**src/rtl/voter_pkg.sv**
```systemverilog
// Purpose : shared widths, vote weights and derived shift amounts for the voter_plus tally.
// Latency : n/a (constants only).
// Backpres: n/a (no flow control in this block family).
package voter_pkg;

    // Panel sizes and result width
    localparam int NP_W   = 32;
    localparam int VIP_W  = 8;
    localparam int RES_W  = 8;

    // Vote weights; all are powers of two so the weighting is a plain shift
    localparam int W_NP   = 1;
    localparam int W_VIP  = 4;
    localparam int W_VVIP = 16;

    localparam int SH_NP   = $clog2(W_NP);
    localparam int SH_VIP  = $clog2(W_VIP);
    localparam int SH_VVIP = $clog2(W_VVIP);

    // Popcount output widths
    localparam int NP_CW  = $clog2(NP_W + 1);
    localparam int VIP_CW = $clog2(VIP_W + 1);

    // Max total is 32*1 + 8*4 + 16 = 80, which fits in 7 bits
    localparam int SUM_W  = 7;

endpackage : voter_pkg

```
**src/rtl/voter_plus_popcount.sv**
```systemverilog
// Purpose : combinational population count of an N-bit vector.
// Latency : 0 cycles (pure combinational).
// Backpres: none; output follows input continuously.
//
// Ports:
//   bits  - N-bit input vector
//   count - number of set bits, $clog2(N+1) wide
module popcount #(
    parameter int N = 32,
    localparam int CW = $clog2(N + 1)
) (
    input  logic [N-1:0]  bits,
    output logic [CW-1:0] count
);

    always_comb begin
        count = '0;
        for (int i = 0; i < N; i++) begin
            count = count + CW'(bits[i]);
        end
    end

endmodule : popcount

```
**src/rtl/voter_plus.sv**
```systemverilog
// Purpose : weighted one-shot vote tally (32 normal x1, 8 VIP x4, 1 VVIP x16); each vote latched once until reset.
// Latency : vote high at edge k appears in result just after edge k; reset clears result asynchronously.
// Backpres: none; inputs are sampled every edge, no handshake.
//
// Ports:
//   clk    - system clock, rising edge
//   reset  - asynchronous active-high clear of all latched votes
//   np     - normal voter inputs, one bit per voter
//   vip    - VIP voter inputs, one bit per voter
//   vvip   - VVIP voter input
//   result - weighted total of latched votes, driven from the flags only
module voter_plus
    import voter_pkg::*;
(
    input  logic               clk,
    input  logic               reset,
    input  logic [NP_W-1:0]    np,
    input  logic [VIP_W-1:0]   vip,
    input  logic               vvip,
    output logic [RES_W-1:0]   result
);

    // Sticky vote flags
    logic [NP_W-1:0]  np_voted;
    logic [VIP_W-1:0] vip_voted;
    logic             vvip_voted;

    // Set-only: OR-ing in the inputs makes a held-high voter count exactly once.
    always_ff @(posedge clk or posedge reset) begin
        if (reset) begin
            np_voted   <= '0;
            vip_voted  <= '0;
            vvip_voted <= 1'b0;
        end else begin
            np_voted   <= np_voted  | np;
            vip_voted  <= vip_voted | vip;
            vvip_voted <= vvip_voted | vvip;
        end
    end

    // Per-class counts
    logic [NP_CW-1:0]  np_cnt;
    logic [VIP_CW-1:0] vip_cnt;

    popcount #(.N(NP_W)) u_np_count (
        .bits  (np_voted),
        .count (np_cnt)
    );

    popcount #(.N(VIP_W)) u_vip_count (
        .bits  (vip_voted),
        .count (vip_cnt)
    );

    // Weighted adder: every term is zero-extended to SUM_W before shifting,
    // so no weighted term can lose its top bits.
    logic [SUM_W-1:0] np_term;
    logic [SUM_W-1:0] vip_term;
    logic [SUM_W-1:0] vvip_term;
    logic [SUM_W-1:0] total;

    always_comb begin
        np_term   = SUM_W'(np_cnt)     << SH_NP;
        vip_term  = SUM_W'(vip_cnt)    << SH_VIP;
        vvip_term = SUM_W'(vvip_voted) << SH_VVIP;
        total     = np_term + vip_term + vvip_term;
    end

    assign result = RES_W'(total);

endmodule : voter_plus

```
**config.mk**
```make
export PLATFORM = sky130hd
export DESIGN_NAME = voter_plus
export DESIGN_NICKNAME = d
export VERILOG_FILES = /design/src/rtl/voter_pkg.sv /design/src/rtl/voter_plus_popcount.sv /design/src/rtl/voter_plus.sv
export SDC_FILE = /design/constraint.sdc
export NUM_CORES = 1
export LEC_CHECK = 0
export ABC_AREA = 1
export CORE_MARGIN = 5
export CORE_UTILIZATION = 47
export DETAILED_ROUTE_END_ITERATION = 10
export HOLD_SLACK_MARGIN = 0.1
export PLACE_DENSITY_LB_ADDON = 0.3
export SKIP_CTS_REPAIR_TIMING = 1
export SLEW_MARGIN = 25
export SYNTH_ARGS = -nofsm -noshare
export SYNTH_HDL_FRONTEND = slang
export SYNTH_SLANG_ARGS = --single-unit
```
**constraint.sdc**
```tcl
create_clock -name clk -period 6.5 [get_ports clk]
set_input_delay 1.3 -clock clk [delete_from_list [all_inputs] [get_ports clk]]
set_output_delay 1.3 -clock clk [all_outputs]
set_load 0.02 [all_outputs]
```
== After elaboration in Yosys (flattened, before gate mapping) ==
Cells that the tools add are included.
Word-level totals
  flip-flop bits (word level): 41
  bits of input ports: 43
  output and inout port bits: 8
  word-level logic and storage cells: 46
Cells by class
  $add $sub $neg: 40
  bitwise operators: 3
Operators by type and width (count)
  adder 6 x 1 -> 6 bit: 30
  OR 32 bit: 1
  adder 4 x 1 -> 4 bit: 6
  OR 8 bit: 1
  adder 6 x 6 -> 7 bit: 1
  adder 7 x 5 -> 7 bit: 1
  adder 1 x 1 -> 2 bit: 2
  OR 1 bit: 1

== Depth between registers and ports, before layout ==
Gate-level depths: netlist of run 1.
  word-level depth: 33
  depth in mapped cells: 26
  mapped depth without buffers: 26

== By module ==
Synthesis of run 1 repeated with hierarchy kept, for this count alone.
Unflattened totals
  cells, all modules: 230
  area total of the unflattened synthesis: 2497.4 µm²
Modules (own cells, without submodules)
  voter_plus: times used 1, cells each 110, area each 1486.4 µm², seq. area each 1026.0 µm²
  popcount at u_np_count: times used 1, cells each 91, area each 809.5 µm², seq. area each 0.0 µm²
  popcount at u_vip_count: times used 1, cells each 29, area each 201.4 µm², seq. area each 0.0 µm²

== Worst setup path after synthesis of run 1 ==
No wires, ideal clock.
  path kind: register to output
  start point: register np_voted[0]
  end point: output port result[5]
  data arrival time: 5977 ps
  data required time: 5200 ps
  path slack: -777 ps
  cell stages (with the launch flop): 20
  buffers on the path: 0
  path through: dfrtp_1 > ha_1 > inv_1 > fa_1 > fa_1 > fa_1 > fa_1 > fa_1 > fa_1 > inv_1 > fa_1 > fa_1 > nand2_1 > nand2_1 > nand3_1 > nand2_1 > fa_1 > inv_1 > fa_1 > xor2_1
Between the ends
  cells in the longest elaborated chain, start to end: 33
Ends and longest elaborated chain
  from (decl): line voter_plus.sv:24  | logic [NP_W-1:0] np_voted;
  from (signal assigned): line voter_plus.sv:35  | np_voted <= np_voted | np;
  adder 1 x 1 -> 2 bit: line voter_plus_popcount.sv:19  | count = count + CW'(bits[i]);
  adder 6 x 1 -> 6 bit (30 in a row): line voter_plus_popcount.sv:19
  adder 6 x 6 -> 7 bit: line voter_plus.sv:66  | total = np_term + vip_term + vvip_term;
  adder 7 x 5 -> 7 bit: line voter_plus.sv:66
  to (decl): line voter_plus.sv:20  | output logic [RES_W-1:0] result
No other way between the ends.

== Worst setup path after layout of run 1 ==
  start point: register np_voted[0]
  end point: output port result[6]
Same word-level chain as after synthesis.

==> reports/metrics.cfg, run 1 <==
[finish]
finish.cell_count_without_fillers = 363
nFillCells = 407
syn_to_final_growth_pct = 32.3
final_layout_size_suffix_gt1_frac = 0.253
final_core_util = 0.645
multiInputGateArea_sq_um = 1310
insertedDiodeCount = 0
final_common_cell = sky130_fd_sc_hd__inv_1
most_frequent_cells_in_the_layout = sky130_fd_sc_hd__inv_1, sky130_fd_sc_hd__clkdlybuf4s50_1, sky130_fd_sc_hd__or2_2, sky130_fd_sc_hd__dfrtp_1, sky130_fd_sc_hd__fa_1
net_total_in_the_final_layout = 382
seq_area_sq_um = 1030

[pwr]
internal_power_uw = 402
seq_power_share = 0.515
power.share.clock = 0.425
p_leak_nw = 1.63
peakVddDrop_mv = 0.106
cellPowerDensity_nw_per_um2 = 148
power.switching_fraction = 0.188
total_switching_power_uw = 93.0
combPwrFrac = 0.060

[synth]
ys_ff_latch = 41
synth-warning-count = 0
yosys.area.top_type = sky130_fd_sc_hd__dfrtp_1
post_synth_instance_area_sq_um = 2520
synth-main-ff-cell = sky130_fd_sc_hd__dfrtp_1
syn_area_per_cell_sq_um = 10.9
postSynth.asyncResetShare = 1.00
synth.top_cells.by_area = sky130_fd_sc_hd__dfrtp_1, sky130_fd_sc_hd__fa_1, sky130_fd_sc_hd__or2_2, sky130_fd_sc_hd__inv_1, sky130_fd_sc_hd__ha_1
syn_inst = 231
synthesis.nets = 321
synth_edf_count = 0
synth.lib_cells_used.distinct = 17
synth_largest_type_area_fraction = 0.407
synth.yosys.seq_area_share = 0.407

[grt]
grt_first_pass_wirelength_um = 7330
largest_net_degree_at_the_start_of_global_routing = 42
grt_overflow_total = 0
groute.usage.overall = 0.130
antenna_found_initial = 0
grt_pass1_vias = 1745

[run_status]
failed_checks = negative setup slack
result_of_the_run = finished with violations

[clock_network]
cts_tree = yes
clk_pin_slew_worst_paths_ps = 80
cts_max_level = 2
cts-buffers-inserted = 5
insertion_delay_ps = 280
clock-root-buffer = sky130_fd_sc_hd__clkbuf_8
ctsLongestPathBuffers = 2
clkSinkCount = 41

[run]
max_cap_violation_count = 0

[setup_path]
required_time_reported_for_the_critical_path_endpoint_ps = 5200
worst-endpoint-arrival_ps = 6100
worst-setup-path-type = flop to output port
bufs_and_invs_on_worst_path = 4
critPathMostFrequentCell = sky130_fd_sc_hd__fa_1
start_kind = flop
cp-end-kind = output port
path_cells = ha_1, inv_2, fa_1, fa_1, fa_1, fa_1, fa_1, fa_1, inv_1, fa_2, fa_2, nand2_1, nand2_1, nand3_1, nand2_1, fa_1, inv_2, ha_1, nand3_2, nand3_2, nand2_2, nand2_2, buf_4
path_delay_family = adder cells
cp_peak_stage_delay_ps = 520
crit_fanout = 2
slowest_stage = sky130_fd_sc_hd__fa_1

[floorplanning]
io_pins = 51
core_region_area_sq_um = 5170
floorplan.die_area_sq_um = 6930
die_h_um = 83.2
starting_density_of_the_core = 0.487
num_rows = 26
die_width_um = 83.2

[sta]
fin_setup_tns_ps = -3050
period_share = 1.14
grt_setup_unrepaired = yes
fin_worst_skew_ps = 0
worst_pin_slew_ps = 502
fmaxAchievable_ghz = 0.135
setup-violations-final = 5
maxSlewHeadroom = 0.666
layout_min_cycle_time_ps = 7400
timing_max_transition_violations_final = 0
post-route-worst-setup-slack_ps = -901
timing.final.hold_violations = 0

[routing]
drt-pass1-iter-count = 4
detailroute.via_count = 1542
antenna_left = 0
detailed_route_iter0_violations = 26
route.detailed.drc = 0
post_drt_wl_per_cell_um = 10.8
vias_per_cell = 4.25
drt-total-wl_um = 3920

[place]
place.detailed.hpwl_um = 3230
final_replace_weighted_congestion = 0.776
numPortBuffers = 49
dpl.cell_count = 353

[min_path]
hp-class = flop to flop

-- power groups by stage --
stage | logic, mW | registers [mW] | clock network [mW]
floorplan | 0.00480 | 0.260 | 0
global placement | 0.0306 | 0.260 | 0
detailed placement | 0.0305 | 0.260 | 0
CTS | 0.0307 | 0.255 | 0.217
global route | 0.0328 | 0.255 | 0.229
finish | 0.0298 | 0.255 | 0.210
-- flip-flops by register name (all words and copies together) (netlist names) --
signal	flops
np_voted	32
vip_voted	8
vvip_voted	1
-- worst paths after layout --
kind                              start  slack [ps]            to  cells after the start
max reg2reg                np_voted[10]        5700  np_voted[10]                      1
max in group asynchronous         reset        4720  vip_voted[4]                      3
max                         np_voted[0]        -900     result[6]                     23
min in group asynchronous         reset        1420   np_voted[3]                      3
min                         np_voted[2]         470   np_voted[2]                      1
min reg2reg                 np_voted[2]         470   np_voted[2]                      1
-- cell usage after synthesis (2+ instances only) --
library cell / instances
sky130_fd_sc_hd__ha_1: 17
sky130_fd_sc_hd__nand3_1: 4
sky130_fd_sc_hd__fa_1: 30
sky130_fd_sc_hd__or2_2: 41
sky130_fd_sc_hd__inv_1: 68
sky130_fd_sc_hd__nor2_1: 2
sky130_fd_sc_hd__xor2_1: 3
sky130_fd_sc_hd__nand2_1: 17
sky130_fd_sc_hd__dfrtp_1: 41
-- logic make-up (layout without fill, tap and decap cells) --
| family | Yosys count | after routing | synth area share |
|---|---|---|---|
| simple gates | 69 | 69 | 0.152 |
| buf+inv | 69 | 131 | 0.104 |
| fa+ha+maj | 47 | 47 | 0.323 |
| compound gates | 1 | 1 | 0.00198 |
| flops | 41 | 41 | 0.407 |
| xor+xnor | 3 | 3 | 0.0104 |
| other cells | 1 | 1 | 0.00149 |
-- cell type report --
class | instances | share of cell area
multi-input combinational | 121 | 0.391
sequential | 41 | 0.308
timing repair buffer | 55 | 0.163
inverter | 68 | 0.0765
tap | 70 | 0.0263
clock buffer | 7 | 0.0259
clock inverter | 1 | 0.00901
-- per-stage QoR --
step	hold slack, ps	power (mW)	instance area [sq um]	setup slack (ps)
5_1_grt	489	0.517	3330	-1160
2_1_floorplan	440	0.265	2550	-347
3_3_place_gp	452	0.290	3150	-994
3_5_place_dp	454	0.290	3150	-1070
6_report	470	0.495	3330	-901
4_1_cts	474	0.503	3270	-1410
-- metal layers --
metal	vias up	GRT usage	routed length, um
met5	-	0	0
met4	0	0.0490	74
met3	4	0.0366	247
met2	39	0.214	1860
met1	727	0.163	1730
li1	772	-	-
(Power assumes the default switching activity.)
==> run 2: changes to the inputs <==
--- a/config.mk
+++ b/config.mk
@@ -10,7 +10,9 @@
 export CORE_UTILIZATION = 47
 export DETAILED_ROUTE_END_ITERATION = 10
 export HOLD_SLACK_MARGIN = 0.1
+export MAX_ROUTING_LAYER = met4
 export PLACE_DENSITY_LB_ADDON = 0.3
+export REMOVE_ABC_BUFFERS = 1
 export SKIP_CTS_REPAIR_TIMING = 1
 export SLEW_MARGIN = 25
 export SYNTH_ARGS = -nofsm -noshare
==> run 2 against run 1 <==
Against the previous run: the run still ends with negative setup slack left; final area increased by 0.71%; power decreased by 0.15%; routed wire length increased by 1.9%; setup slack got worse by 130 ps; critical path depth decreased by 3; utilization increased by 0.46 points; critical path type unchanged.
==> reports/metrics.cfg, run 2 (synthesized netlist as in run 1, its figures left out) <==
[routing]
detailed_route_iter0_violations = 34  ; +31%
antenna_left = 0  ; unchanged
route.detailed.drc = 0  ; unchanged
drt-total-wl_um = 3990  ; +1.9%
post_drt_wl_per_cell_um = 10.9  ; +1.4%
detailroute.via_count = 1571  ; +1.9%
drt-pass1-iter-count = 4  ; unchanged
vias_per_cell = 4.30  ; +1.3%

[clock_network]
insertion_delay_ps = 290  ; about the same
clkSinkCount = 41  ; unchanged
ctsLongestPathBuffers = 2  ; unchanged
cts_tree = yes
cts_max_level = 2  ; unchanged
cts-buffers-inserted = 5  ; unchanged
clock-root-buffer = sky130_fd_sc_hd__clkbuf_8
clk_pin_slew_worst_paths_ps = 80  ; about the same

[sta]
period_share = 1.16  ; +0.0207
timing_max_transition_violations_final = 0  ; unchanged
timing.final.hold_violations = 0  ; unchanged
fin_worst_skew_ps = 0  ; unchanged
fin_setup_tns_ps = -3760  ; -707 ps
post-route-worst-setup-slack_ps = -1040  ; -135 ps
layout_min_cycle_time_ps = 7540  ; +135 ps
setup-violations-final = 5  ; unchanged
grt_setup_unrepaired = yes
fmaxAchievable_ghz = 0.133  ; -1.8%

[finish]
flip_flop_count_of_the_largest_register_all_copies_and_words_added = 32  ; unchanged
net_total_in_the_final_layout = 384  ; +0.52%
nFillCells = 413  ; +1.5%
insertedDiodeCount = 0  ; unchanged
registers.top_by_ff_count = np_voted
final_common_cell = sky130_fd_sc_hd__inv_1
syn_to_final_growth_pct = 33.3
regs_by_ff_count = np_voted (32), vip_voted (8), vvip_voted (1)
final_core_util = 0.649  ; +0.00460
most_frequent_cells_in_the_layout = sky130_fd_sc_hd__inv_1, sky130_fd_sc_hd__clkdlybuf4s50_1, sky130_fd_sc_hd__or2_2, sky130_fd_sc_hd__dfrtp_1, sky130_fd_sc_hd__fa_1
final_layout_size_suffix_gt1_frac = 0.271  ; +0.0186

[setup_path]
critPathMostFrequentCell = sky130_fd_sc_hd__fa_1
rrSetupSlack_ps = 5570  ; -130 ps
cp-end-kind = output port
worst-setup-path-type = flop to output port
path_delay_family = adder cells
slowest_stage = sky130_fd_sc_hd__fa_1
required_time_reported_for_the_critical_path_endpoint_ps = 5200  ; about the same
start_kind = flop
worst-endpoint-arrival_ps = 6240  ; +140 ps
worstReg2RegEnd = np_voted[1]
cp_peak_stage_delay_ps = 530  ; about the same
reg2reg_from = np_voted[1]
worstRegToRegCells = 2  ; +1
crit_fanout = 2  ; unchanged
bufs_and_invs_on_worst_path = 4  ; unchanged
path_cells = ha_4, inv_2, fa_1, fa_1, fa_1, fa_1, fa_1, fa_1, inv_2, fa_2, fa_2, nand2_1, nand2_1, nand3_1, nand2_1, fa_1, inv_2, fa_2, xor2_1, buf_4

[grt]
grt_pass1_vias = 1780  ; +2.0%
antenna_found_initial = 0  ; unchanged
groute.usage.overall = 0.136  ; +0.00627
grt_overflow_total = 0  ; unchanged
largest_net_degree_at_the_start_of_global_routing = 42  ; unchanged
grt_first_pass_wirelength_um = 7440  ; +1.4%

[floorplanning]
io_pins = 51  ; unchanged
die_width_um = 83.2  ; unchanged
num_rows = 26  ; unchanged
floorplan.die_area_sq_um = 6930  ; unchanged
starting_density_of_the_core = 0.487  ; unchanged
core_region_area_sq_um = 5170  ; unchanged
die_h_um = 83.2  ; unchanged

[pwr]
total_switching_power_uw = 92.3  ; -0.74%
combPwrFrac = 0.060  ; about the same
peakVddDrop_mv = 0.105  ; -1.3%
power.share.clock = 0.425  ; about the same
power.switching_fraction = 0.187  ; -0.00112
seq_power_share = 0.515  ; about the same
power_uw = 494  ; -0.15%
p_leak_nw = 1.61  ; -0.92%
internal_power_uw = 402  ; about the same
cellPowerDensity_nw_per_um2 = 147  ; -0.86%

[min_path]
hp-class = flop to flop
hold_path_startpoint = np_voted[30]
endpoint_with_the_worst_hold_slack = np_voted[30]
hold-path-cell-count = 1  ; unchanged

[place]
place.detailed.hpwl_um = 3250  ; +0.70%
final_replace_weighted_congestion = 0.811  ; +4.6%
numPortBuffers = 49  ; unchanged

[run_status]
failed_checks = negative setup slack
result_of_the_run = finished with violations

[run]
max_cap_violation_count = 0  ; unchanged

[run 2: metal layers]
layer / vias up / global-route usage / part of all wire
met3: 9 / 0.0386 / 0.060
met5: - / - / 0
met2: 43 / 0.218 / 0.47
met1: 743 / 0.163 / 0.45
li1: 776 / - / -
met4: 0 / 0.0535 / 0.022
[run 2: through the flow]
step                      hold WS (ps)  setup WS (ps)  instances  cell area, sq um
final                              470          -1040        365              3360
after global routing               480          -1250        365              3360
after CTS                          473          -1730        362              3240
after detailed placement           454          -1400        354              3130
after global placement             450          -1260        354              3130
after floorplan                    440           -777        230              2510
[run 2: worst max-delay path by stage]
| stage | from | to | slack (ps) | depth (start not counted) |
|---|---|---|---|---|
| 3_3_place_gp | np_voted[0] | result[5] | -1260 | 20 |
| 6_report | np_voted[1] | result[5] | -1040 | 20 |
| 4_1_cts | np_voted[0] | result[5] | -1730 | 20 |
| 3_5_place_dp | np_voted[0] | result[5] | -1400 | 20 |
| 2_1_floorplan | np_voted[0] | result[5] | -780 | 19 |
| 5_1_grt | np_voted[1] | result[5] | -1250 | 20 |
[run 2: power by group through the flow]
| stage | Sequential (mW) | Clock, mW | Combinational (mW) |
|---|---|---|---|
| 2_1_floorplan | 0.260 | 0 | 0.00433 |
| 3_3_place_gp | 0.260 | 0 | 0.0305 |
| 3_5_place_dp | 0.260 | 0 | 0.0303 |
| 4_1_cts | 0.255 | 0.217 | 0.0305 |
| 5_1_grt | 0.255 | 0.228 | 0.0325 |
| 6_report | 0.255 | 0.210 | 0.0296 |
[run 2: area by class of cell]
cell class / count / area, sq um / share of cell area
clock buffers: 7 / 86.3 / 0.0257
clock inverters: 1 / 30.0 / 0.00894
inverters: 68 / 255 / 0.0760
multi-input cells: 121 / 1320 / 0.393
flip-flops and latches: 41 / 1030 / 0.306
well taps: 70 / 87.6 / 0.0261
repair buffers: 57 / 552 / 0.164
